[src/rtl/wb_retire_buf.sv]
// -----------------------------------------------------------------------------
// wb_retire_buf
//
// Writeback / retire stage. Instructions arriving from MEM are held in an
// in-order buffer of DEPTH entries and retire one per cycle from the head
// entry. A retiring entry drives the register-file write port and the debug
// trace. An exception or ertn at the head is reported for one cycle and
// flushes the whole buffer. After a flush, the stage refuses new beats for
// one cycle.
//
// Ports
//   clk, reset            clock; asynchronous active-low reset
//   ms_to_ws_valid        MEM beat valid
//   ws_allowin            buffer accepts a beat this cycle
//   ms_*                  payload of the incoming beat (pc, gr_we, dest,
//                         result, ex, ecode, vaddr, ertn)
//   rf_we/waddr/wdata     GPR write port, driven by the retiring head
//   wb_ex/wb_ecode/wb_pc/wb_vaddr/wb_ertn
//                         exception / ertn report for the CSR block
//   busy_mask             GPRs with a pending write, for decode hazard checks
//   occupancy             number of valid entries
//   trace_ready           trace consumer ready (ignored when TRACE_STALL=0)
//   debug_wb_*            retire trace
// -----------------------------------------------------------------------------
module wb_retire_buf #(
    parameter int XLEN        = 32,
    parameter int NREG        = 32,
    parameter int DEPTH       = 4,
    parameter int TRACE_STALL = 1,
    localparam int AW = $clog2(NREG),
    localparam int CW = $clog2(DEPTH + 1),
    localparam int PW = $clog2(DEPTH)
) (
    input  logic            clk,
    input  logic            reset,
    input  logic            ms_to_ws_valid,
    output logic            ws_allowin,
    input  logic [XLEN-1:0] ms_pc,
    input  logic            ms_gr_we,
    input  logic [AW-1:0]   ms_dest,
    input  logic [XLEN-1:0] ms_result,
    input  logic            ms_ex,
    input  logic [5:0]      ms_ecode,
    input  logic [XLEN-1:0] ms_vaddr,
    input  logic            ms_ertn,
    output logic            rf_we,
    output logic [AW-1:0]   rf_waddr,
    output logic [XLEN-1:0] rf_wdata,
    output logic            wb_ex,
    output logic [5:0]      wb_ecode,
    output logic [XLEN-1:0] wb_pc,
    output logic [XLEN-1:0] wb_vaddr,
    output logic            wb_ertn,
    output logic [NREG-1:0] busy_mask,
    output logic [CW-1:0]   occupancy,
    input  logic            trace_ready,
    output logic [XLEN-1:0] debug_wb_pc,
    output logic [3:0]      debug_wb_rf_we,
    output logic [AW-1:0]   debug_wb_rf_wnum,
    output logic [XLEN-1:0] debug_wb_rf_wdata
);

    localparam logic STALL_EN = (TRACE_STALL != 0);

    // Control state
    logic [CW-1:0]    count_r;
    logic [PW-1:0]    rd_ptr_r;
    logic [PW-1:0]    wr_ptr_r;
    logic             flush_hold_r;
    logic [DEPTH-1:0] valid_r;

    // Entry storage
    logic [XLEN-1:0]  pc_mem_r     [DEPTH];
    logic [DEPTH-1:0] gr_we_mem_r;
    logic [AW-1:0]    dest_mem_r   [DEPTH];
    logic [XLEN-1:0]  result_mem_r [DEPTH];
    logic [DEPTH-1:0] ex_mem_r;
    logic [5:0]       ecode_mem_r  [DEPTH];
    logic [XLEN-1:0]  vaddr_mem_r  [DEPTH];
    logic [DEPTH-1:0] ertn_mem_r;

    // Handshake and retire decode
    logic             allowin_s;
    logic             push_s;
    logic             has_head_s;
    logic             fire_s;
    logic             flush_s;
    logic             rf_we_s;
    logic             wb_ex_s;
    logic             wb_ertn_s;
    logic [XLEN-1:0]  hd_pc_s;
    logic             hd_gr_we_s;
    logic [AW-1:0]    hd_dest_s;
    logic [XLEN-1:0]  hd_result_s;
    logic             hd_ex_s;
    logic [5:0]       hd_ecode_s;
    logic [XLEN-1:0]  hd_vaddr_s;
    logic             hd_ertn_s;
    logic [NREG-1:0]  busy_s;

    // allowin is a function of registered state only (plus reset), so a pop
    // in the same cycle never opens a slot for a full buffer.
    assign allowin_s  = reset & (count_r < CW'(DEPTH)) & ~flush_hold_r;
    assign push_s     = ms_to_ws_valid & allowin_s;
    assign has_head_s = (count_r != {CW{1'b0}});
    assign fire_s     = has_head_s & (trace_ready | ~STALL_EN);

    // Head entry fields; forced to zero while the buffer is empty
    always_comb begin
        hd_pc_s     = {XLEN{1'b0}};
        hd_gr_we_s  = 1'b0;
        hd_dest_s   = {AW{1'b0}};
        hd_result_s = {XLEN{1'b0}};
        hd_ex_s     = 1'b0;
        hd_ecode_s  = 6'd0;
        hd_vaddr_s  = {XLEN{1'b0}};
        hd_ertn_s   = 1'b0;
        if (has_head_s) begin
            hd_pc_s     = pc_mem_r[rd_ptr_r];
            hd_gr_we_s  = gr_we_mem_r[rd_ptr_r];
            hd_dest_s   = dest_mem_r[rd_ptr_r];
            hd_result_s = result_mem_r[rd_ptr_r];
            hd_ex_s     = ex_mem_r[rd_ptr_r];
            hd_ecode_s  = ecode_mem_r[rd_ptr_r];
            hd_vaddr_s  = vaddr_mem_r[rd_ptr_r];
            hd_ertn_s   = ertn_mem_r[rd_ptr_r];
        end else begin
            hd_pc_s     = {XLEN{1'b0}};
            hd_gr_we_s  = 1'b0;
        end
    end

    // Exception wins over ertn; neither one writes the register file.
    assign rf_we_s   = fire_s & hd_gr_we_s & ~hd_ex_s & ~hd_ertn_s;
    assign wb_ex_s   = fire_s & hd_ex_s;
    assign wb_ertn_s = fire_s & hd_ertn_s & ~hd_ex_s;
    assign flush_s   = wb_ex_s | wb_ertn_s;

    // Pending-write scoreboard built from the stored entries; r0 never counts
    always_comb begin
        busy_s = {NREG{1'b0}};
        for (int i = 0; i < DEPTH; i++) begin
            busy_s = busy_s |
                     ({{(NREG-1){1'b0}},
                       (valid_r[i] & gr_we_mem_r[i] & ~ex_mem_r[i] &
                        (dest_mem_r[i] != {AW{1'b0}}))} << dest_mem_r[i]);
        end
    end

    // Count, pointers, valid bits and the post-flush hold
    always_ff @(posedge clk or negedge reset) begin
        if (!reset) begin
            count_r      <= {CW{1'b0}};
            rd_ptr_r     <= {PW{1'b0}};
            wr_ptr_r     <= {PW{1'b0}};
            flush_hold_r <= 1'b0;
            valid_r      <= {DEPTH{1'b0}};
        end else if (flush_s) begin
            // Everything in flight is discarded, including a same-cycle push.
            count_r      <= {CW{1'b0}};
            rd_ptr_r     <= {PW{1'b0}};
            wr_ptr_r     <= {PW{1'b0}};
            flush_hold_r <= 1'b1;
            valid_r      <= {DEPTH{1'b0}};
        end else begin
            flush_hold_r <= 1'b0;
            count_r      <= count_r + CW'(push_s) - CW'(fire_s);
            if (fire_s) begin
                rd_ptr_r          <= rd_ptr_r + PW'(1);
                valid_r[rd_ptr_r] <= 1'b0;
            end
            // Push and pop never address the same slot: a pop needs a
            // non-empty buffer, a push needs a non-full one.
            if (push_s) begin
                wr_ptr_r          <= wr_ptr_r + PW'(1);
                valid_r[wr_ptr_r] <= 1'b1;
            end
        end
    end

    // Entry payload write on an accepted beat
    always_ff @(posedge clk or negedge reset) begin
        if (!reset) begin
            gr_we_mem_r <= {DEPTH{1'b0}};
            ex_mem_r    <= {DEPTH{1'b0}};
            ertn_mem_r  <= {DEPTH{1'b0}};
            for (int i = 0; i < DEPTH; i++) begin
                pc_mem_r[i]     <= {XLEN{1'b0}};
                dest_mem_r[i]   <= {AW{1'b0}};
                result_mem_r[i] <= {XLEN{1'b0}};
                ecode_mem_r[i]  <= 6'd0;
                vaddr_mem_r[i]  <= {XLEN{1'b0}};
            end
        end else if (push_s && !flush_s) begin
            pc_mem_r[wr_ptr_r]     <= ms_pc;
            gr_we_mem_r[wr_ptr_r]  <= ms_gr_we;
            dest_mem_r[wr_ptr_r]   <= ms_dest;
            result_mem_r[wr_ptr_r] <= ms_result;
            ex_mem_r[wr_ptr_r]     <= ms_ex;
            ecode_mem_r[wr_ptr_r]  <= ms_ecode;
            vaddr_mem_r[wr_ptr_r]  <= ms_vaddr;
            ertn_mem_r[wr_ptr_r]   <= ms_ertn;
        end
    end

    assign ws_allowin        = allowin_s;
    assign rf_we             = rf_we_s;
    assign rf_waddr          = hd_dest_s;
    assign rf_wdata          = hd_result_s;
    assign wb_ex             = wb_ex_s;
    assign wb_ecode          = hd_ecode_s;
    assign wb_pc             = hd_pc_s;
    assign wb_vaddr          = hd_vaddr_s;
    assign wb_ertn           = wb_ertn_s;
    assign busy_mask         = busy_s;
    assign occupancy         = count_r;
    assign debug_wb_pc       = hd_pc_s;
    assign debug_wb_rf_we    = {4{rf_we_s}};
    assign debug_wb_rf_wnum  = hd_dest_s;
    assign debug_wb_rf_wdata = hd_result_s;

endmodule

[config.mk]
export PLATFORM = sky130hd
export DESIGN_NAME = wb_retire_buf
export DESIGN_NICKNAME = d
export VERILOG_FILES = /design/src/rtl/wb_retire_buf.sv
export SDC_FILE = /design/constraint.sdc
export NUM_CORES = 1
export LEC_CHECK = 0
export BUFFER_PORTS_ARGS = -buffer_cell sky130_fd_sc_hd__buf_2
export CAP_MARGIN = 20
export CELL_PAD_IN_SITES_DETAIL_PLACEMENT = 0
export CELL_PAD_IN_SITES_GLOBAL_PLACEMENT = 1
export CORE_UTILIZATION = 24
export CTS_BUF_LIST = sky130_fd_sc_hd__clkbuf_4 sky130_fd_sc_hd__clkbuf_8
export CTS_CLUSTER_DIAMETER = 120
export CTS_CLUSTER_SIZE = 24
export DETAILED_ROUTE_END_ITERATION = 8
export GPL_TIMING_DRIVEN = 1
export PLACE_DENSITY = 0.53
export SKIP_CTS_REPAIR_TIMING = 1
export SYNTH_ARGS = -nofsm -noshare
export SYNTH_HDL_FRONTEND = slang
export SYNTH_SLANG_ARGS = --single-unit
[constraint.sdc]
create_clock -name clk -period 3.4 [get_ports clk]
set_input_delay 0.51 -clock clk [delete_from_list [all_inputs] [get_ports clk]]
set_output_delay 0.51 -clock clk [all_outputs]
set_load 0.03 [all_outputs]
==> impl_metrics.csv <==
group,metric,value,unit
outcome,status,"finished, final reports clean",
sta,slew-limit-headroom,22.1,%
cells_and_area,final_nets,1825,
floorplan,die_height,305,um
clocking,clock_path_buffers,3,
sta,clock-skew-final,0.0390,ns
power_and_ir_drop,total_power,24.8,mW
power_and_ir_drop,leakagePower,11.2,nW
cells_and_area,areaGrowthSynthToFinish,12.6,%
clocking,tritoncts,"built",
clocking,clkLatencyLatePin,0.69,ns
route,ant_nets,0,
logic_synthesis,synth-seq-area-share,51.2,%
worst_setup_path,slowest_stage,"or4b_1",
floorplan,boundaryPins,333,
logic_synthesis,async_flop_share,100,%
logic_synthesis,synth_ff_type,"dfrtp_1",
worst_setup_path,crit_type,"flop to primary output",
route,firstDrtPassIters,7,
worst_setup_path,reg2regPathDepth,5,
placement,portBuffers,331,
logic_synthesis,avgSynthCellArea,14.8,um^2
cells_and_area,most-common-layout-cells,"dfrtp_1, mux2_1, buf_2",
worst_setup_path,crit_chain,"or3_1 > or4b_1 > o22ai_1 > a221o_1 > buf_2",
logic_synthesis,synth_area,0.0221,mm^2
placement,gp_congestion,0.816,
worst_setup_path,startpoint_type,"flop",
worst_setup_path,cp.arrival,2.79,ns
power_and_ir_drop,powerDensity,996,mW/mm^2
logic_synthesis,syn_inst,1493,
logic_synthesis,yosysUniqueCellTypes,48,
grt,antenna_found_initial,14,
sta,finalSetupViolations,0,
route,drc,0,
clocking,htreeDepth,1,
logic_synthesis,syn_nets,1618,
worst_setup_path,end_kind,"primary output",
route,drtIter0Drc,615,
grt,track_usage,12.6,%
flow_run,cap_violations,0,
sta,fmax,303,MHz
floorplan,initial_utilization,24.4,%
min_path,holdPathStages,2,
power_and_ir_drop,max-vdd-ir-drop,797,uV
sta,period_share,97.1,%
clocking,numCtsBuffers,25,
route,post_drt_wl_per_cell,20.7,um
floorplan,fp.coreArea,0.0906,mm^2
cells_and_area,final_common_cell,"dfrtp_1",
grt,gr-usage-met1,16.3,%
logic_synthesis,yosysWarnings,0,
logic_synthesis,synth_edf_count,0,
placement,dp_hpwl,36100,um
grt,grt_pass1_wl,91500,um
sta,rsz0062_at_grt,"false",
clocking,root_buffer,"clkbuf_8",
worst_setup_path,required,2.89,ns
clocking,path_clk_slew,0.16,ns
min_path,worst_hold_path_type,"primary input to flop",
worst_setup_path,worstPathMaxFanout,10,
floorplan,die_area,0.0933,mm^2
grt,grtUsageMet3,3.06,%
sta,whs,0.0708,ns
sta,fin_crit,3.30,ns
grt,top_usage_layer,"met2",
grt,grt_pass1_vias,14418,
clocking,clkSinkCount,452,
route,vias_per_cell,4.58,
placement,dp_cells,2847,
floorplan,num_rows,110,
sta,hold_violations,0,
floorplan,die_w,305,um
grt,overflow,0,
grt,gr-usage-met2,21.3,%
sta,final.setup.tns,0,ns
worst_setup_path,max_stage_delay,0.69,ns
logic_synthesis,yosys_register_bits,452,
sta,drv_slew,0,
route,finalWirelength,59600,um
cells_and_area,drive_gt1_share,32.4,%
route,num_vias,13206,
cells_and_area,n_fill_cell,9321,
cells_and_area,final_cells,2884,
sta,max_slew.worst_pin.slew,1.17,ns
grt,grt_max_degree,169,
==> registers in the layout, summed over array words and instances, names as in the netlist <==
| register | count |
|---|---|
| vaddr_mem_r | 128 |
| dest_mem_r | 20 |
| rd_ptr_r | 2 |
| pc_mem_r | 128 |
| gr_we_mem_r | 4 |
| wr_ptr_r | 2 |
| flush_hold_r | 1 |
| valid_r | 4 |
| ex_mem_r | 4 |
| result_mem_r | 128 |
| ecode_mem_r | 24 |
| occupancy | 3 |
| ertn_mem_r | 4 |
==> metal layers <==
layer  vias to the layer above  routed length, um
met5                         -                151
met4                        24                869
met3                        72               3670
met2                       304              29000
met1                      7041              25900
li1                       5765                  -
==> cell families after synthesis <==
logic type      synth area share, %
other cells                  0.0170
simple gates                   5.76
buf+inv                        6.03
fa+ha+maj                     0.657
compound gates                 2.51
mux                            33.7
xor+xnor                      0.119
flops                          51.2
==> worst max-delay path: cells and delay by family (launching register included) <==
kind | cells | cell delay, ns
buffers and inverters | 1 | 0.21
flip-flops | 1 | 0.56
AO/OA/AOI/OAI | 2 | 0.43
AND/OR/NAND/NOR | 2 | 0.93
==> Yosys cell counts (all sizes together) (2+ instances only) <==
library cell  count  area (um^2)
inv              14         52.6
a22oi            11         82.6
a2bb2oi           2         17.5
mux4            110         2480
nor2b           108          676
buf             137         1130
nor3b             8         60.1
or3               2         12.5
nand3b           12         90.1
and3b             8         70.1
mux2            440         4950
nand3             7         35.0
clkbuf           40          151
nor2             24         90.1
nor4bb            2         20.0
o221ai           12          105
or3b              3         26.3
xnor2             2         17.5
nand2            25         93.8
a21oi             5         25.0
o211ai            2         15.0
dfrtp           452        11300
o22ai            15         93.8
and2              3         18.8
and3              4         25.0
a221o            15          150
ha               10          125
a211o             2         17.5
nor3              4         20.0
==> final cells by class <==
| cell class | count | area, um^2 | share of cell area, % |
|---|---|---|---|
| flip-flops and latches | 452 | 11300 | 45.5 |
| diodes | 2 | 5.00 | 0.0201 |
| repair buffers | 357 | 2090 | 8.42 |
| multi-input cells | 850 | 9490 | 38.1 |
| inverters | 14 | 52.6 | 0.211 |
| clock inverters | 8 | 101 | 0.407 |
| clock buffers | 25 | 344 | 1.38 |
| well taps | 1176 | 1470 | 5.92 |
==> per-stage QoR <==
step	setup slack [ns]	instance area, um^2	utilization (%)
after floorplan	0.645	22100	-
after global placement	0.740	24400	26.9
after detailed placement	0.724	24400	26.9
after CTS	-0.0186	24800	27.4
after global routing	0.0189	24900	27.5
final	0.0995	24900	27.5
==> final timing paths <==
kind,from,endpoint,slack (ns)
hold reg to reg,vaddr_mem_r[29],vaddr_mem_r[29],0.50
hold / removal,ms_ex,ex_mem_r[0],0.07
setup reg to reg,rd_ptr_r[0],pc_mem_r[36],0.65
min in group asynchronous,reset,result_mem_r[97],0.56
setup / recovery,dest_mem_r[7],busy_mask[8],0.1
max in group asynchronous,reset,vaddr_mem_r[34],1.28
==> report_power, final <==
part           switching [mW]  leakage [nW]  internal [mW]
clock network            1.88         0.220          0.732
registers                1.49          5.72           7.97
logic                    7.53          5.27           5.17
total                    10.9          11.2           13.9
Note: power is estimated with default switching activity, not from simulation.
